### config.mk
export PLATFORM = sky130hd
export DESIGN_NAME = key_matrix_scanner_flat
export DESIGN_NICKNAME = d
export VERILOG_FILES = /design/src/rtl/key_matrix_scanner_if.sv /design/src/rtl/key_matrix_scanner.sv /design/src/flat_wrapper.sv
export SDC_FILE = /design/constraint.sdc
export NUM_CORES = 1
export LEC_CHECK = 0
export ABC_AREA = 0
export BUFFER_PORTS_ARGS = -buffer_cell sky130_fd_sc_hd__buf_4
export CORE_MARGIN = 2
export CORE_UTILIZATION = 24
export DETAILED_ROUTE_END_ITERATION = 12
export PLACE_DENSITY = 0.38
export SLEW_MARGIN = 20
export SYNTH_ARGS = -nofsm -noshare
export SYNTH_HDL_FRONTEND = slang
export SYNTH_SLANG_ARGS = --single-unit
### constraint.sdc
create_clock -name clk -period 2.9 [get_ports clk]
set_clock_uncertainty 0.15 [all_clocks]
set_input_delay 0.58 -clock clk [delete_from_list [all_inputs] [get_ports clk]]
set_output_delay 0.58 -clock clk [all_outputs]
set_load 0.05 [all_outputs]
### src/rtl/key_matrix_scanner_if.sv
// Key event bus from the matrix scanner to the tone generator and display logic.
// master drives the events, slave consumes them.
interface key_matrix_scanner_if #(
    parameter int CODE_W = 4
);
    logic [CODE_W-1:0] key_code;
    logic              key_valid;
    logic              key_release;
    logic              key_down;

    modport master (output key_code, key_valid, key_release, key_down);
    modport slave  (input  key_code, key_valid, key_release, key_down);
endinterface

### src/rtl/key_matrix_scanner.sv
// Row-multiplexed piano key matrix scanner with whole-frame debounce and press/release events.
// Optional feature: define KEYSCAN_GHOST_REJECT_EN to discard frames with two or more pressed keys.
module key_matrix_scanner #(
    parameter int ROWS     = 4,
    parameter int COLS     = 4,
    parameter int SCAN_DIV = 50000,
    parameter int DEBOUNCE = 4
) (
    input  logic                 clk,
    input  logic                 rst_n,
    output logic [ROWS-1:0]      row_n,
    input  logic [COLS-1:0]      col_n,
    key_matrix_scanner_if.master evt
);
    localparam int KEYS   = ROWS * COLS;
    localparam int CODE_W = $clog2(KEYS);
    localparam int TICK_W = $clog2(SCAN_DIV);
    localparam int ROW_W  = (ROWS > 1) ? $clog2(ROWS) : 1;
    localparam int CNT_W  = 4;

    typedef enum logic {IDLE, HELD} state_t;

    state_t                    state, state_nxt;
    logic [COLS-1:0]           col_meta, col_sync;
    logic [TICK_W-1:0]         tick;
    logic [ROW_W-1:0]          row_idx;
    logic [ROWS-1:0][COLS-1:0] frame_q;
    logic [ROWS-1:0][COLS-1:0] frame_full;
    logic [KEYS-1:0]           pressed;
    logic                      slot_end, frame_end, frame_use;
    logic                      any_hit;
    logic [CODE_W-1:0]         low_code;
    logic                      cand_none;
    logic [CODE_W-1:0]         cand_code;
    logic                      prev_none;
    logic [CODE_W-1:0]         prev_code;
    logic [CNT_W-1:0]          match_cnt, cnt_next;
    logic                      same, saturated, stable;
    logic [CODE_W-1:0]         key_code_q, code_nxt;
    logic                      valid_q, valid_nxt;
    logic                      release_q, release_nxt;

    // Columns idle high, so the synchronizer resets to "nothing pressed".
    always_ff @(posedge clk or negedge rst_n) begin
        if (!rst_n) begin
            col_meta <= '1;
            col_sync <= '1;
        end else begin
            col_meta <= col_n;
            col_sync <= col_meta;
        end
    end

    assign slot_end  = (tick == TICK_W'(SCAN_DIV - 1));
    assign frame_end = slot_end && (row_idx == ROW_W'(ROWS - 1));

    always_ff @(posedge clk or negedge rst_n) begin
        if (!rst_n) begin
            tick    <= '0;
            row_idx <= '0;
            frame_q <= '0;
        end else if (slot_end) begin
            tick             <= '0;
            frame_q[row_idx] <= ~col_sync;
            row_idx          <= (row_idx == ROW_W'(ROWS - 1)) ? '0 : row_idx + 1'b1;
        end else begin
            tick <= tick + 1'b1;
        end
    end

    always_comb begin
        row_n          = '1;
        row_n[row_idx] = 1'b0;
    end

    // The last row is classified straight from the synchronizer so events land one cycle after frame end.
    always_comb begin
        frame_full          = frame_q;
        frame_full[row_idx] = ~col_sync;
    end

    assign pressed = frame_full;

`ifdef KEYSCAN_GHOST_REJECT_EN
    logic multi_hit;

    always_comb begin
        any_hit   = 1'b0;
        multi_hit = 1'b0;
        low_code  = '0;
        for (int i = 0; i < KEYS; i++) begin
            if (pressed[i]) begin
                if (any_hit) begin
                    multi_hit = 1'b1;
                end else begin
                    any_hit  = 1'b1;
                    low_code = CODE_W'(i);
                end
            end
        end
    end

    assign frame_use = frame_end && !multi_hit;
`else
    always_comb begin
        any_hit  = 1'b0;
        low_code = '0;
        for (int i = 0; i < KEYS; i++) begin
            if (pressed[i] && !any_hit) begin
                any_hit  = 1'b1;
                low_code = CODE_W'(i);
            end
        end
    end

    assign frame_use = frame_end;
`endif

    assign cand_none = !any_hit;
    assign cand_code = low_code;

    // A saturated count on a repeated candidate must not re-fire the stable result.
    always_comb begin
        same      = (cand_none == prev_none) && (cand_none || (cand_code == prev_code));
        saturated = same && (match_cnt == CNT_W'(DEBOUNCE));
        if (!same)          cnt_next = CNT_W'(1);
        else if (saturated) cnt_next = match_cnt;
        else                cnt_next = match_cnt + 1'b1;
        stable    = frame_use && !saturated && (cnt_next == CNT_W'(DEBOUNCE));
    end

    always_ff @(posedge clk or negedge rst_n) begin
        if (!rst_n) begin
            prev_none <= 1'b1;
            prev_code <= '0;
            match_cnt <= '0;
        end else if (frame_use) begin
            prev_none <= cand_none;
            prev_code <= cand_code;
            match_cnt <= cnt_next;
        end
    end

    always_ff @(posedge clk or negedge rst_n) begin
        if (!rst_n) begin
            state      <= IDLE;
            key_code_q <= '0;
            valid_q    <= 1'b0;
            release_q  <= 1'b0;
        end else begin
            state      <= state_nxt;
            key_code_q <= code_nxt;
            valid_q    <= valid_nxt;
            release_q  <= release_nxt;
        end
    end

    always_comb begin
        state_nxt = state;
        if (stable) begin
            case (state)
                IDLE:    if (!cand_none) state_nxt = HELD;
                HELD:    if (cand_none)  state_nxt = IDLE;
                default: state_nxt = IDLE;
            endcase
        end
    end

    always_comb begin
        valid_nxt   = 1'b0;
        release_nxt = 1'b0;
        code_nxt    = key_code_q;
        if (stable) begin
            case (state)
                IDLE: begin
                    if (!cand_none) begin
                        valid_nxt = 1'b1;
                        code_nxt  = cand_code;
                    end
                end
                HELD: begin
                    if (cand_none) begin
                        release_nxt = 1'b1;
                    end else if (cand_code != key_code_q) begin
                        valid_nxt = 1'b1;
                        code_nxt  = cand_code;
                    end
                end
                default: ;
            endcase
        end
    end

    assign evt.key_code    = key_code_q;
    assign evt.key_valid   = valid_q;
    assign evt.key_release = release_q;
    assign evt.key_down    = (state == HELD);
endmodule

### src/flat_wrapper.sv
// flat-port wrapper written by rule: the top's interface ports become plain ports
module key_matrix_scanner_flat 
#(
    parameter int ROWS     = 4,
    parameter int COLS     = 4,
    parameter int SCAN_DIV = 50000,
    parameter int DEBOUNCE = 4
)
  (clk, rst_n, row_n, col_n, evt_key_code, evt_key_valid, evt_key_release, evt_key_down);
  key_matrix_scanner_if #(.CODE_W(4)) evt_i ();
  input  logic clk;
  input  logic rst_n;
  output logic [ROWS-1:0] row_n;
  input  logic [COLS-1:0] col_n;
  output wire logic [$bits(evt_i.key_code)-1:0] evt_key_code;
  output wire logic [$bits(evt_i.key_valid)-1:0] evt_key_valid;
  output wire logic [$bits(evt_i.key_release)-1:0] evt_key_release;
  output wire logic [$bits(evt_i.key_down)-1:0] evt_key_down;
  assign evt_key_code = evt_i.key_code;
  assign evt_key_valid = evt_i.key_valid;
  assign evt_key_release = evt_i.key_release;
  assign evt_key_down = evt_i.key_down;
  key_matrix_scanner #(.ROWS(ROWS), .COLS(COLS), .SCAN_DIV(SCAN_DIV), .DEBOUNCE(DEBOUNCE)) u_core (.clk(clk), .rst_n(rst_n), .row_n(row_n), .col_n(col_n), .evt(evt_i));
endmodule
==> results.md <==
- Fmax achieved: 0.3480 GHz
- Sw Ratio: 20.13%
- DR vias: 2322
- DP Area: 0.003471 mm^2
- Post-layout util: 31.40%
- Clock group share of total power: 58.4%
- Initial DRC count: 112
- Die Footprint: 0.01351 mm^2
- Worst path arrival time: 2.93 ns
- Final count of hold timing violations: 0
- Crit-path slowest cell: dfrtp_1
- Power Internal: 1.706 mW
- Mapped Cells: 311
- Dominant synthesized flop cell: dfrtp_1
- Pre-CTS setup slack: -0.04812 ns
- Die Span X: 116.3 um
- Nets: 364
- Port Buffers: 16
- Largest net degree at the start of global routing: 59
- Hold Buf Count CTS: 0
- Layout cell share with drive strength beyond 1: 26.69%
- Worst slew pin tran: 0.7608 ns
- Placed instance count: 507
- Initial antenna violation count: 0
- Num CTS Buffers: 9
- Combinational power share: 2.7%
- Effective utilization at floorplan: 24.26%
- RSZ-0062 raised after global routing: yes
- CTS clk-pin slew, worst paths: 0.05 ns
- Die Y: 116.3 um
- Layout fillers: 1318
- Clock sink count: 58
- Mapped Area: 0.003024 mm^2
- First-pass GRT wire length: 11960 um
- Worst skew pair latency: 0.32 ns
- Max-slew headroom: 49.28%
- Critical path startpoint category: flip-flop
- FP Rows: 41
- MaxCap Viol Count: 0
- Core area: 0.01247 mm^2
- CTS tree: done
- Final Instance Area: 0.003914 mm^2
- Final worst path period need: 2.873 ns
- Ys async rst share: 100.0%
- Global-route total usage across every layer: 11.62%
- Peak VDD IR: 0.0002872 V
- Post-route DRC: 0
- Post-synth EDFFs: 0
- CTS max path bufs: 2
- DRT Pass-1 Iters: 4
- Num ports: 17
- Final Slew Violations: 0
- Register area share after synthesis: 48.37%
- CP Data Required Time: 2.96 ns
- GPL Wtd Cong: 0.7616
- Ys Warns: 0
- CP Cell Sequence: buf_4, ha_4, or3_4, a2bb2o_4, or2_4, o31ai_4, o32a_2, nand3_4, nor2_4, mux2_4
- Routed WL: 7111 um
- CP max FO: 6
- H-tree level count: 3
- Root buffer cell: clkbuf_16
- Pwr/cell area: 545.8 mW/mm^2
- Syn Area/Cell: 9.724 um^2
- Yosys reg bits: 58
- NetSw: 0.4300 mW
- Syn nets: 324
- Worst setup margin: 0.02658 ns
- Final setup fails: 0
- Count of unique library cells instantiated by Yosys: 59
- Final worst path period share: 99.08%
- Routed wire per std cell: 13.47 um
- CP max stage delay: 0.39 ns
- Vias in the first global route: 2298
- Overflow after GRT: 0
- Area delta synth->final: 29.42%
- Hpwl dp: 4903 um
- Post-route ant nets: 0
- Sequential power share: 38.9%
- CP Capture Type: flip-flop
- Layout Cells excl Fill: 528
- Hold WC Path Type: primary input to asynchronous set/reset pin
- WP buf/inv: 1
- Leak Pwr: 1.697 nW
- Critical path class: flip-flop to flip-flop
- Final hold slack: 0.1703 ns
- Number of diodes: 0
- Delay-heaviest family, CP: simple AND/OR/NAND/NOR gates
- Run status: complete, no violations
- Via/cell ratio: 4.398
## area by class of cell
cell class	instances	area (um^2)	share of cell area, %
multi-input cells	228	1518	38.78
flip-flops and latches	58	1463	37.37
clock inverters	6	113.9	2.909
clock buffers	10	239.0	6.106
repair buffers	40	312.8	7.992
inverters	14	52.55	1.343
well taps	172	215.2	5.499
## through the flow
| stage | total power [mW] | TNS [ns] |
|---|---|---|
| 2_1_floorplan | 0.8634 | 0 |
| 3_3_place_gp | 0.9036 | 0 |
| 3_5_place_dp | 0.9032 | -0.1442 |
| 4_1_cts | 2.178 | 0 |
| 5_1_grt | 2.224 | -0.2626 |
| 6_report | 2.136 | 0 |
## state kept, by name, summed over array words and instances (netlist names)
register,count
u_core.evt.key_code,4
u_core.evt.key_release,1
u_core.prev_none,1
u_core.row_idx,2
u_core.frame_q,16
u_core.col_meta,4
u_core.col_sync,4
u_core.evt.key_down,1
u_core.match_cnt,4
u_core.tick,16
u_core.prev_code,4
u_core.evt.key_valid,1
## worst reg2reg max path: cells and delay by family (launching register included)
family / cells / cell delay, ns
muxes: 1 / 0.31
adders and majority gates: 1 / 0.17
DFF: 1 / 0.39
buffers and inverters: 1 / 0.15
and+or+nand+nor: 4 / 0.90
AOI/OAI and AO/OA: 3 / 0.68
## per-layer routing
| layer | track usage, % | wire length (um) | up-vias |
|---|---|---|---|
| li1 | - | - | 1169 |
| met1 | 15.28 | 3485 | 1112 |
| met2 | 18.06 | 3255 | 29 |
| met3 | 3.269 | 228 | 12 |
| met4 | 4.683 | 141 | 0 |
| met5 | 0 | 0 | - |
## power groups by stage
stage | clock network (mW) | logic (mW) | registers (mW)
finish | 1.25 | 0.0577 | 0.831
CTS | 1.29 | 0.0599 | 0.831
floorplan | 0 | 0.0271 | 0.836
global route | 1.33 | 0.0660 | 0.831
detailed placement | 0 | 0.0587 | 0.845
global placement | 0 | 0.0585 | 0.845
## logic make-up (layout without fill, tap and decap cells)
kind of cell / Yosys count / after routing / synth area share (%)
mux: 5 / 5 / 2.193
buf+inv: 25 / 70 / 3.186
simple gates: 134 / 134 / 22.51
fa+ha+maj: 7 / 7 / 2.896
xor+xnor: 15 / 15 / 4.344
compound gates: 67 / 67 / 16.51
flops: 58 / 58 / 48.37
## cells in the final DEF, fill, tap and decap left out, types with 4 or more instances in the layout
cell       synthesis  final
a21oi_1            7      7
and3_1             7      7
buf_4              0     39
clkbuf_16          0      9
dfrtp_1           49     49
dfstp_2            9      9
ha_1               7      4
inv_1             13     12
nand2_1           47     46
nand3_1           21     21
nor2_1            20     19
nor2b_1            6      6
nor3_1            11      9
o21ai_0           26     26
o21ai_1            4      4
xnor2_1            7      7
xor2_1             8      8
## timing repair
action | in CTS | in global routing
setup endpoints to repair | 6 | 11
resized for setup | 1 | 11
pin swaps | 2 | 4
buffers inserted | 2 | 3
## synthesized netlist by cell type (2+ instances only)
master / count / area [um^2]
dfrtp_1: 49 / 1226
nand2_1: 47 / 176.4
o21ai_0: 26 / 130.1
nand3_1: 21 / 105.1
nor2_1: 20 / 75.07
inv_1: 13 / 48.80
nor3_1: 11 / 55.05
clkbuf_1: 9 / 33.78
dfstp_2: 9 / 236.5
xor2_1: 8 / 70.07
a21oi_1: 7 / 35.03
and3_1: 7 / 43.79
ha_1: 7 / 87.58
xnor2_1: 7 / 61.31
nor2b_1: 6 / 37.54
or3_1: 5 / 31.28
o21ai_1: 4 / 20.02
mux2_4: 3 / 45.04
o211ai_1: 3 / 22.52
a22o_1: 2 / 17.52
a22oi_1: 2 / 15.01
a31oi_1: 2 / 12.51
buf_2: 2 / 10.01
nand4_1: 2 / 12.51
nor3b_1: 2 / 15.01
nor4b_1: 2 / 17.52
o21a_1: 2 / 15.01
o31ai_1: 2 / 15.01
## final timing paths
kind	from	to	slack [ns]	cells after the start
max	u_core.row_idx[0]$_DFFE_PN0N_	u_core.evt.key_code[2]$_DFFE_PN0P_	0.03	10
min	rst_n	u_core.frame_q[14]$_DFFE_PN0N_	0.17	1
max reg2reg	u_core.row_idx[0]$_DFFE_PN0N_	u_core.evt.key_code[2]$_DFFE_PN0P_	0.03	10
min reg2reg	u_core.col_meta[1]$_DFF_PN1_	u_core.col_sync[1]$_DFF_PN1_	0.20	0
max in group asynchronous	rst_n	u_core.tick[8]$_DFF_PN0_	1.91	1
min in group clk	u_core.col_meta[1]$_DFF_PN1_	u_core.col_sync[1]$_DFF_PN1_	0.20	0
Note: power is estimated with default switching activity, not from simulation.
